### config.mk
export PLATFORM = sky130hd
export DESIGN_NAME = instr_fetch19
export DESIGN_NICKNAME = d
export VERILOG_FILES = /design/src/rtl/instr_fetch19.sv
export SDC_FILE = /design/constraint.sdc
export NUM_CORES = 1
export LEC_CHECK = 0
export CORE_UTILIZATION = 39
export DETAILED_ROUTE_END_ITERATION = 10
export MAX_ROUTING_LAYER = met4
export PLACE_DENSITY = 0.6
export RECOVER_POWER = 50
export SYNTH_ARGS = -nofsm -noshare
export SYNTH_HDL_FRONTEND = slang
export SYNTH_SLANG_ARGS = --single-unit
export TNS_END_PERCENT = 5
### constraint.sdc
create_clock -name clk -period 3.6 [get_ports clk]
set_input_delay 0.72 -clock clk [delete_from_list [all_inputs] [get_ports clk]]
set_output_delay 0.72 -clock clk [all_outputs]
set_load 0.005 [all_outputs]
### src/rtl/instr_fetch19.sv
// Instruction fetch unit for a 19-bit CPU: one-outstanding-request fetch FSM feeding a prefetch FIFO.
// Optional macro IFETCH_DECRYPT_EN stores each fetched word XORed with an alternating-bit key.
module instr_fetch19 #(
   parameter int unsigned FIFO_DEPTH = 4,
   parameter logic [18:0] RESET_PC   = 19'd0
) (
   input  logic        clk,
   input  logic        rst,
   output logic        imem_req,
   output logic [18:0] imem_addr,
   input  logic        imem_rvalid,
   input  logic [18:0] imem_rdata,
   input  logic        redirect_valid,
   input  logic [18:0] redirect_pc,
   output logic        instr_valid,
   output logic [18:0] instr,
   output logic [18:0] instr_pc,
   input  logic        instr_ready
);

   localparam int unsigned AW    = 19;
   localparam int unsigned PTR_W = $clog2(FIFO_DEPTH);
   localparam int unsigned CNT_W = $clog2(FIFO_DEPTH + 1);
   localparam logic [CNT_W-1:0] DEPTH_C = CNT_W'(FIFO_DEPTH);

   typedef enum logic [1:0] {
      S_IDLE = 2'd0,
      S_WAIT = 2'd1,
      S_DROP = 2'd2
   } state_t;

   state_t            r_state;
   state_t            w_state_nxt;
   logic [AW-1:0]     r_fetch_pc;
   logic [AW-1:0]     r_mem_data [FIFO_DEPTH];
   logic [AW-1:0]     r_mem_pc   [FIFO_DEPTH];
   logic [PTR_W-1:0]  r_rd_ptr;
   logic [PTR_W-1:0]  r_wr_ptr;
   logic [CNT_W-1:0]  r_count;
   logic              w_issue;
   logic              w_push;
   logic              w_pop;
   logic [AW-1:0]     w_wdata;

`ifdef IFETCH_DECRYPT_EN
   assign w_wdata = imem_rdata ^ 19'b1010101010101010101;
`else
   assign w_wdata = imem_rdata;
`endif

   // Fetch FSM next-state; a redirect suppresses issue and any keep of a response.
   always_comb begin
      w_state_nxt = r_state;
      w_issue     = 1'b0;
      w_push      = 1'b0;
      case (r_state)
         S_IDLE: begin
            if (!rst && !redirect_valid && (r_count < DEPTH_C)) begin
               w_issue     = 1'b1;
               w_state_nxt = S_WAIT;
            end
         end
         S_WAIT: begin
            if (redirect_valid) begin
               w_state_nxt = imem_rvalid ? S_IDLE : S_DROP;
            end else if (imem_rvalid) begin
               w_push      = 1'b1;
               w_state_nxt = S_IDLE;
            end
         end
         S_DROP: begin
            // The in-flight response is stale either way; it retires the request.
            if (imem_rvalid) w_state_nxt = S_IDLE;
         end
         default: w_state_nxt = S_IDLE;
      endcase
   end

   assign w_pop       = instr_valid && instr_ready && !redirect_valid;
   assign imem_req    = w_issue;
   assign imem_addr   = r_fetch_pc;
   assign instr_valid = (r_count != '0);
   assign instr       = r_mem_data[r_rd_ptr];
   assign instr_pc    = r_mem_pc[r_rd_ptr];

   // Control state, fetch PC and FIFO pointers.
   always_ff @(posedge clk) begin
      if (rst) begin
         r_state    <= S_IDLE;
         r_fetch_pc <= RESET_PC;
         r_rd_ptr   <= '0;
         r_wr_ptr   <= '0;
         r_count    <= '0;
      end else begin
         r_state <= w_state_nxt;
         if (redirect_valid) begin
            r_fetch_pc <= redirect_pc;
            r_rd_ptr   <= '0;
            r_wr_ptr   <= '0;
            r_count    <= '0;
         end else begin
            if (w_push) begin
               r_wr_ptr   <= r_wr_ptr + PTR_W'(1);
               r_fetch_pc <= r_fetch_pc + AW'(1);
            end
            if (w_pop) r_rd_ptr <= r_rd_ptr + PTR_W'(1);
            case ({w_push, w_pop})
               2'b10:   r_count <= r_count + CNT_W'(1);
               2'b01:   r_count <= r_count - CNT_W'(1);
               default: r_count <= r_count;
            endcase
         end
      end
   end

   // FIFO storage; the fetch PC is stable while a request is outstanding.
   always_ff @(posedge clk) begin
      if (w_push && !rst) begin
         r_mem_data[r_wr_ptr] <= w_wdata;
         r_mem_pc[r_wr_ptr]   <= r_fetch_pc;
      end
   end

endmodule

After elaboration in Yosys (flattened, before gate mapping). Memory sizes are Yosys's and may differ from the RTL's. A register that Yosys moved wholly into a read port is not among the register bits. Index checks and enable logic that the tools add are counted.

Input port bits: 43. Word-level logic and storage cells: 49. Memory bits (writable): 152. ROM bits: 0. Flip-flop bits (word level): 28. Memories: 2. Bits in latches: 0.

Equal/unequal tests: 5. Add/sub/neg operators: 5. Reduce and logical (&&, ||, !) cells: 12. Shifts and indexed selects: 0. Multipliers: 0. Muxes and demuxes: 19. Div/mod/pow operators: 0. Bitwise operators: 0. Magnitude comparators: 1.

Memories: r_mem_data (words 4, bits a word 19, rd ports 1, clocked after Yosys merged registers in 1, wr ports 1, RTL line 35) `logic [AW-1:0] r_mem_data [FIFO_DEPTH];`; r_mem_pc (words 4, bits a word 19, rd ports 1, clocked after Yosys merged registers in 1, wr ports 1, RTL line 36) `logic [AW-1:0] r_mem_pc [FIFO_DEPTH];`.

Operators with widths (number): 19-bit 2-to-1 mux (2); 19-bit by 1-bit adder with 19-bit output (second input constant) (1); 2-bit 2-to-1 mux (8); 1-bit 2-to-1 mux (7); 2-bit one-hot mux with 3 select lines (1); 3-bit one-hot mux with 2 select lines (1); 1-bit logical AND (5); 2-bit by 1-bit adder with 2-bit output (second input constant) (2); 2-bit by 1-bit equality test with 1-bit output (second input constant) (2); 2-bit equality test (second input constant) (2); 2-bit nonzero test (2); 3-bit by 1-bit adder with 3-bit output (second input constant) (1); 3-bit less-than comparator (second input constant) (1); 3-bit nonzero test (1); 3-bit by 1-bit subtractor with 3-bit output (second input constant) (1); 1-bit logical NOT (2); 2-bit logical NOT (1); 2-bit != test (second input constant) (1); 2-bit OR reduction (1).

Depth between registers and ports, before layout. Gate-level depths: netlist of run 1.

Depth in word-level cells: 6. Mapped depth: 10. Mapped depth without buffers: 8.

Worst setup path before layout of run 1. OpenSTA, ideal clock, no wires.

Path type: input to register. From: in rst. To: mem r_mem_data[0][0], enable pin. Buffers on the path: 2. Setup slack: 0.761 ns. Library setup time: 0.399 ns. Stages: 5. Data arrival time: 2.440 ns. Cells stage by stage: clkbuf_1 or2_2 clkbuf_1 nor2_1 and2_1.

Cells in the longest elaborated chain, start to end: 4.

Ends and longest elaborated chain: start, declared (RTL line 8) `input logic rst,`; 1-bit logical NOT (RTL line 118) `if (w_push && !rst) begin`; 1-bit logical AND (RTL line 118); 1-bit 2-to-1 mux (RTL line 118); 1-bit 2-to-1 mux (implied by the code) (RTL line 119) `r_mem_data[r_wr_ptr] <= w_wdata;`; end, declared (RTL line 35).

Every way passes these cells.

Worst setup path after layout of run 1.
From: in redirect_valid. To: out imem_req.

Cells in the longest elaborated chain, start to end: 5.

Ends and longest elaborated chain: start, declared (RTL line 13) `input logic redirect_valid,`; 1-bit logical NOT (RTL line 58) `if (!rst && !redirect_valid && (r_count < DEPTH_C)) begin`; 1-bit logical AND (2 in series) (RTL line 58); 1-bit 2-to-1 mux (RTL line 58); 1-bit 2-to-1 mux (RTL line 56) `case (r_state)`; end, declared (RTL line 9) `output logic imem_req,`.

Every way passes these cells.

==> metrics.txt, run 1 <==
status=finished, final reports clean; fmax=0.314 GHz; placed cell count=718; First-pass DRT Iterations=4; crit end category=output pin; Sw Pwr=0.890 mW; switch share=20.2%; Post-synth top flop=edfxtp_1; final core utilization=50.6%; vias in the first global route=3973; VDD IR max=0.312 mV; relative slew slack=20.3%; fin cells=750; pre-CTS setup slack=0.480 ns; combinational group share of total power=3.8%; Max-cap violations=0; Tot GR Track Use=16.7%; Core Area=18000 um2; unrepaired setup endpoints after global routing=false; Worst-Margin Slew=1.20 ns; Pwr Total=4.40 mW; clk_skew=0.0112 ns; first-pass GRT wire length=22000 um; Crit Path Class=in2out; Hold Worst Slack=0.519 ns; n_diodes=0; H-tree levels=4; io pins=102; post-route setup TNS=0 ns; Power Density=484 nW/um2; crit start category=primary input; routability congestion estimate=0.739; Async SR Flop Fraction=0%; DIE AREA=18900 um2; CP Max Fanout=11; Synth-to-Final Area Change=26.8%; Cells after Synth=396; Post-Syn Nets=446; Fillers=1471; Critical Path RT=2.88 ns; largest net degree at the start of global routing=42; Post-synth EDFFs=152; Post-CTS Repair Setup Buffers=0; distinct cell type count after synthesis=44; sequential share of the synthesized area=72.0%; dpl cell area=8540 um2; Clk pwr share=42.9%; initial antenna violation count=0; Detailed Route Iter0 Violations=167; post-synth top area cell=edfxtp_1; period utilization=88.6%; DP Wirelength=8780 um; DRC viols=0; Detail Route Antenna Nets=0; total clock sinks=182; TritonCTS Buffers=17; sequential share of power=53.4%; PostCTS Resize Cnt=0; Arr. time, crit path=2.47 ns; nets=558; Pint=3.51 mW; final instance area=9090 um2; Clock transition at path regs=0.06 ns; Leak=2.99 nW; Final Critical Period=3.19 ns; worst-case clock buffer depth=2; initial core utilization=39.9%; GR Overflow Total=0; routed via count=3868; Synth Warn #=0; CTS tree=built; Final setup violation count=0; Seq cells post-synth=182; CTS root buffer=clkbuf_16; Post-Route WL=14300 um; clock latency on the worst-skew pair=0.42 ns; Post-Syn Area=7170 um2; Port Buffers=101; number of hold violations in the final report=0; layout cell share with drive strength beyond 1=16.3%; wire per inst=19.0 um; most area-consuming cells after synthesis=edfxtp_1 64%, mux4_2 12%, dfxtp_1 8.4%, inv_1 1.2%, o21a_1 1.2%; # hold bufs at CTS=0; Synth top area share=63.7%; die width=138 um; worst setup margin=0.410 ns; number of vias per cell=5.16; Die Height=138 um; Hold Crit Class=reg2reg; Mapped Avg Cell Area=18.1 um2; count of pins over their slew limit=0; row cnt=49
## routing by layer
layer	track usage, %	vias to the layer above	wire length [um]	part of all wire (%)
met3	4.12	16	642	4.5
met1	22.5	1979	6820	48
li1	-	1780	-	-
met2	24.5	93	6580	46
met4	6.17	0	229	1.6
met5	-	-	0	0
## cell type report
cell class              count  area [um2]  share of cell area (%)
flip-flops and latches    182        5170                    56.8
inverters                  23        86.3                   0.949
clock inverters            12         168                    1.84
well taps                 229         287                    3.15
repair buffers            111        1130                    12.4
clock buffers              20         437                    4.80
multi-input cells         173        1820                    20.0
## path summary, 6_finish.rpt
| check | startpoint | endpoint | slack, ns | cells past startpoint |
|---|---|---|---|---|
| worst max-delay path | redirect_valid | imem_req | 0.41 | 4 |
| worst min-delay path | r_rd_ptr[1] | flop | 0.52 | 2 |
| worst max register to register | imem_addr[0] | imem_addr[16] | 0.86 | 5 |
| worst min register to register | r_rd_ptr[1] | flop | 0.52 | 2 |
## cells in the mapped netlist (all sizes together) (4+ instances only)
master and count:
xor2 9, nand3 4, o21a 11, inv 23
a21oi 16, nand2 8, mux4 38, clkbuf 10
and2 4, mux2i 6, xnor2 9, nor3 6
edfxtp 152, buf 8, nor4 7, ha 6
nand4 5, nor2 13, dfxtp 30
## cell usage in the layout (no fill, tap or decap), drive strengths merged, types with 2 or more instances in the layout
cell type	netlist	routed
nand2	8	8
and4	2	2
clkinv	0	2
nand4	5	5
nor2	13	13
clkdlybuf4s50	0	77
and4b	2	2
nor3b	2	2
clkbuf	10	22
edfxtp	152	152
and3b	3	3
nand4b	2	2
o211ai	2	2
o21a	11	11
nor4	7	7
o31a	3	3
dlygate4sd3	0	24
xnor2	9	9
or3	2	2
xor2	9	9
nand3	4	4
mux2i	6	6
nor3	6	6
bufinv	0	3
inv	23	27
mux2	2	2
buf	8	8
and2	4	4
clkinvlp	0	3
ha	6	6
mux4	38	38
dfxtp	30	30
a21oi	16	16
## cells by family (layout without fill, tap and decap cells)
family	Yosys count	count (layout)	share of synthesized area (%)
flops	182	182	72.0
simple gates	65	65	5.76
mux	46	46	13.1
buf+inv	41	166	2.25
compound gates	37	37	3.35
xor+xnor	18	18	2.20
fa+ha+maj	7	7	1.33
## power by group through the flow
stage                     sequential, mW  clock (mW)  combinational [mW]
after global placement              2.39           0               0.173
after detailed placement            2.39           0               0.175
after global routing                2.35        2.01               0.183
final                               2.35        1.89               0.167
after CTS                           2.35        1.93               0.176
after floorplan                     2.38           0              0.0645
## state kept, by name, summed over array words and instances (netlist names), named ones only
register,count
r_state,2
r_mem_data,76
r_wr_ptr,2
r_count,3
r_rd_ptr,2
imem_addr,19
r_mem_pc,76
## worst max-delay path: stages
cell	delay (ns)
dlygate4sd3_1	0.54
or2_0	0.41
nor4_1	0.25
clkdlybuf4s50_1	0.54
Note: power is estimated with default switching activity, not from simulation.
==> run 2, diff against run 1 <==
--- a/config.mk
+++ b/config.mk
@@ -5,7 +5,9 @@
 export SDC_FILE = /design/constraint.sdc
 export NUM_CORES = 1
 export LEC_CHECK = 0
+export CORE_MARGIN = 4
 export CORE_UTILIZATION = 39
+export CTS_CLUSTER_DIAMETER = 200
 export DETAILED_ROUTE_END_ITERATION = 10
 export MAX_ROUTING_LAYER = met4
 export PLACE_DENSITY = 0.6
==> metrics.txt, run 2 (synthesis results as in run 1) <==
status=finished, final reports clean; Synth-to-Final Area Change=26.9%; Leak=2.99 nW; DIE AREA=20600 um2; post-route setup TNS=0 ns; row cnt=49; relative slew slack=20.3%; Detail Route Antenna Nets=0; Arr. time, crit path=2.40 ns; crit end category=output pin; H-tree levels=4; number of hold violations in the final report=0; Worst-Margin Slew=1.18 ns; Detailed Route Iter0 Violations=161; DP Wirelength=9260 um; TritonCTS Buffers=17; GR Overflow Total=0; Worst R2R Setup Slack=0.80 ns; initial antenna violation count=0; die width=144 um; hold path depth=2; clock latency on the worst-skew pair=0.42 ns; commonest non-fill, non-tap cell in the layout=edfxtp_1; fin cells=749; Max-cap violations=0; Final setup violation count=0; vias in the first global route=4093; total clock sinks=182; Core Area=18000 um2; PostCTS Resize Cnt=0; routed via count=3852; layout cell share with drive strength beyond 1=15.8%; Hold Crit Class=reg2reg; period utilization=86.5%; most frequent cells in the layout=152 x edfxtp_1, 80 x clkdlybuf4s50_1, 38 x mux4_2, 28 x dfxtp_1, 23 x inv_1; area of the multi-input gates=1820 um2; Port Buffers=101; placed cell count=718; VDD IR max=0.346 mV; R2R cell count=5; wire per inst=19.0 um; Critical Path RT=2.88 ns; initial core utilization=39.8%; number of vias per cell=5.14; unrepaired setup endpoints after global routing=false; io pins=102; Crit Path Class=in2out; routability congestion estimate=0.712; RR Startpoint=imem_addr[0]; Post-CTS Repair Setup Buffers=0; crit start category=primary input; Tot GR Track Use=14.9%; # hold bufs at CTS=0; largest net degree at the start of global routing=42; Post-Route WL=14300 um; Final Critical Period=3.12 ns; Worst Hold End=r_count[1]; CTS root buffer=clkbuf_16; Power Density=485 nW/um2; DRC viols=0; Clock transition at path regs=0.06 ns; worst-case clock buffer depth=2; Reg area=5170 um2; CTS tree=built; First-pass DRT Iterations=4; CP Max Fanout=11; clk_skew=0.00632 ns; n_diodes=0; hold wc startpoint=r_count[1]; Crit Reg-Reg Endpoint=imem_addr[16]; Fillers=1510; fmax=0.321 GHz; first-pass GRT wire length=22500 um; Die Height=144 um; count of pins over their slew limit=0; nets=558
==> run 2: power breakdown <==
group          internal [mW]  leakage (nW)  total [mW]  switching (mW)
clock                   1.16         0.289        1.90           0.742
combinational          0.101          1.07       0.169          0.0677
sequential              2.31          1.63        2.35          0.0418
==> run 2: metal layers <==
| metal | track usage, % | share of wire (%) |
|---|---|---|
| met5 | - | 0 |
| met4 | 4.46 | 1.2 |
| met2 | 23.3 | 48 |
| met1 | 19.7 | 46 |
| met3 | 3.29 | 4.8 |
==> run 2: layout make-up <==
cell class	count	share of cell area (%)
Inverter	23	0.948
Sequential cell	182	56.8
Multi-Input combinational cell	173	19.9
Clock inverter	12	1.95
Timing Repair Buffer	111	12.5
Clock buffer	19	4.76
Tap cell	229	3.15
==> run 2: worst max path at each step <==
| stage | end | slack [ns] | from | cells after the start |
|---|---|---|---|---|
| after detailed placement | r_count[2] | 0.48 | redirect_valid | 9 |
| after CTS | instr_pc[18] | 0.54 | flop | 3 |
| after floorplan | r_mem_data[0][0] | 0.76 | rst | 5 |
| final | imem_req | 0.48 | redirect_valid | 4 |
| after global placement | r_count[2] | 0.54 | redirect_valid | 9 |
| after global routing | imem_req | 0.33 | redirect_valid | 4 |
==> run 2: through the flow <==
step	instance area (um2)	power [mW]	hold slack, ns	utilization, %	setup WS (ns)
2_1_floorplan	7170	2.44	0.472	-	0.761
3_3_place_gp	8530	2.56	0.496	47.3	0.537
3_5_place_dp	8530	2.57	0.506	47.3	0.475
4_1_cts	9140	4.48	0.526	50.7	0.543
5_1_grt	9100	4.58	0.556	50.5	0.327
6_report	9100	4.42	0.531	50.5	0.485
==> run 2: critical path: stages <==
cell and delay (ns):
clkdlybuf4s50_1 0.41, or2_0 0.42, nor4_1 0.29, clkdlybuf4s50_1 0.56
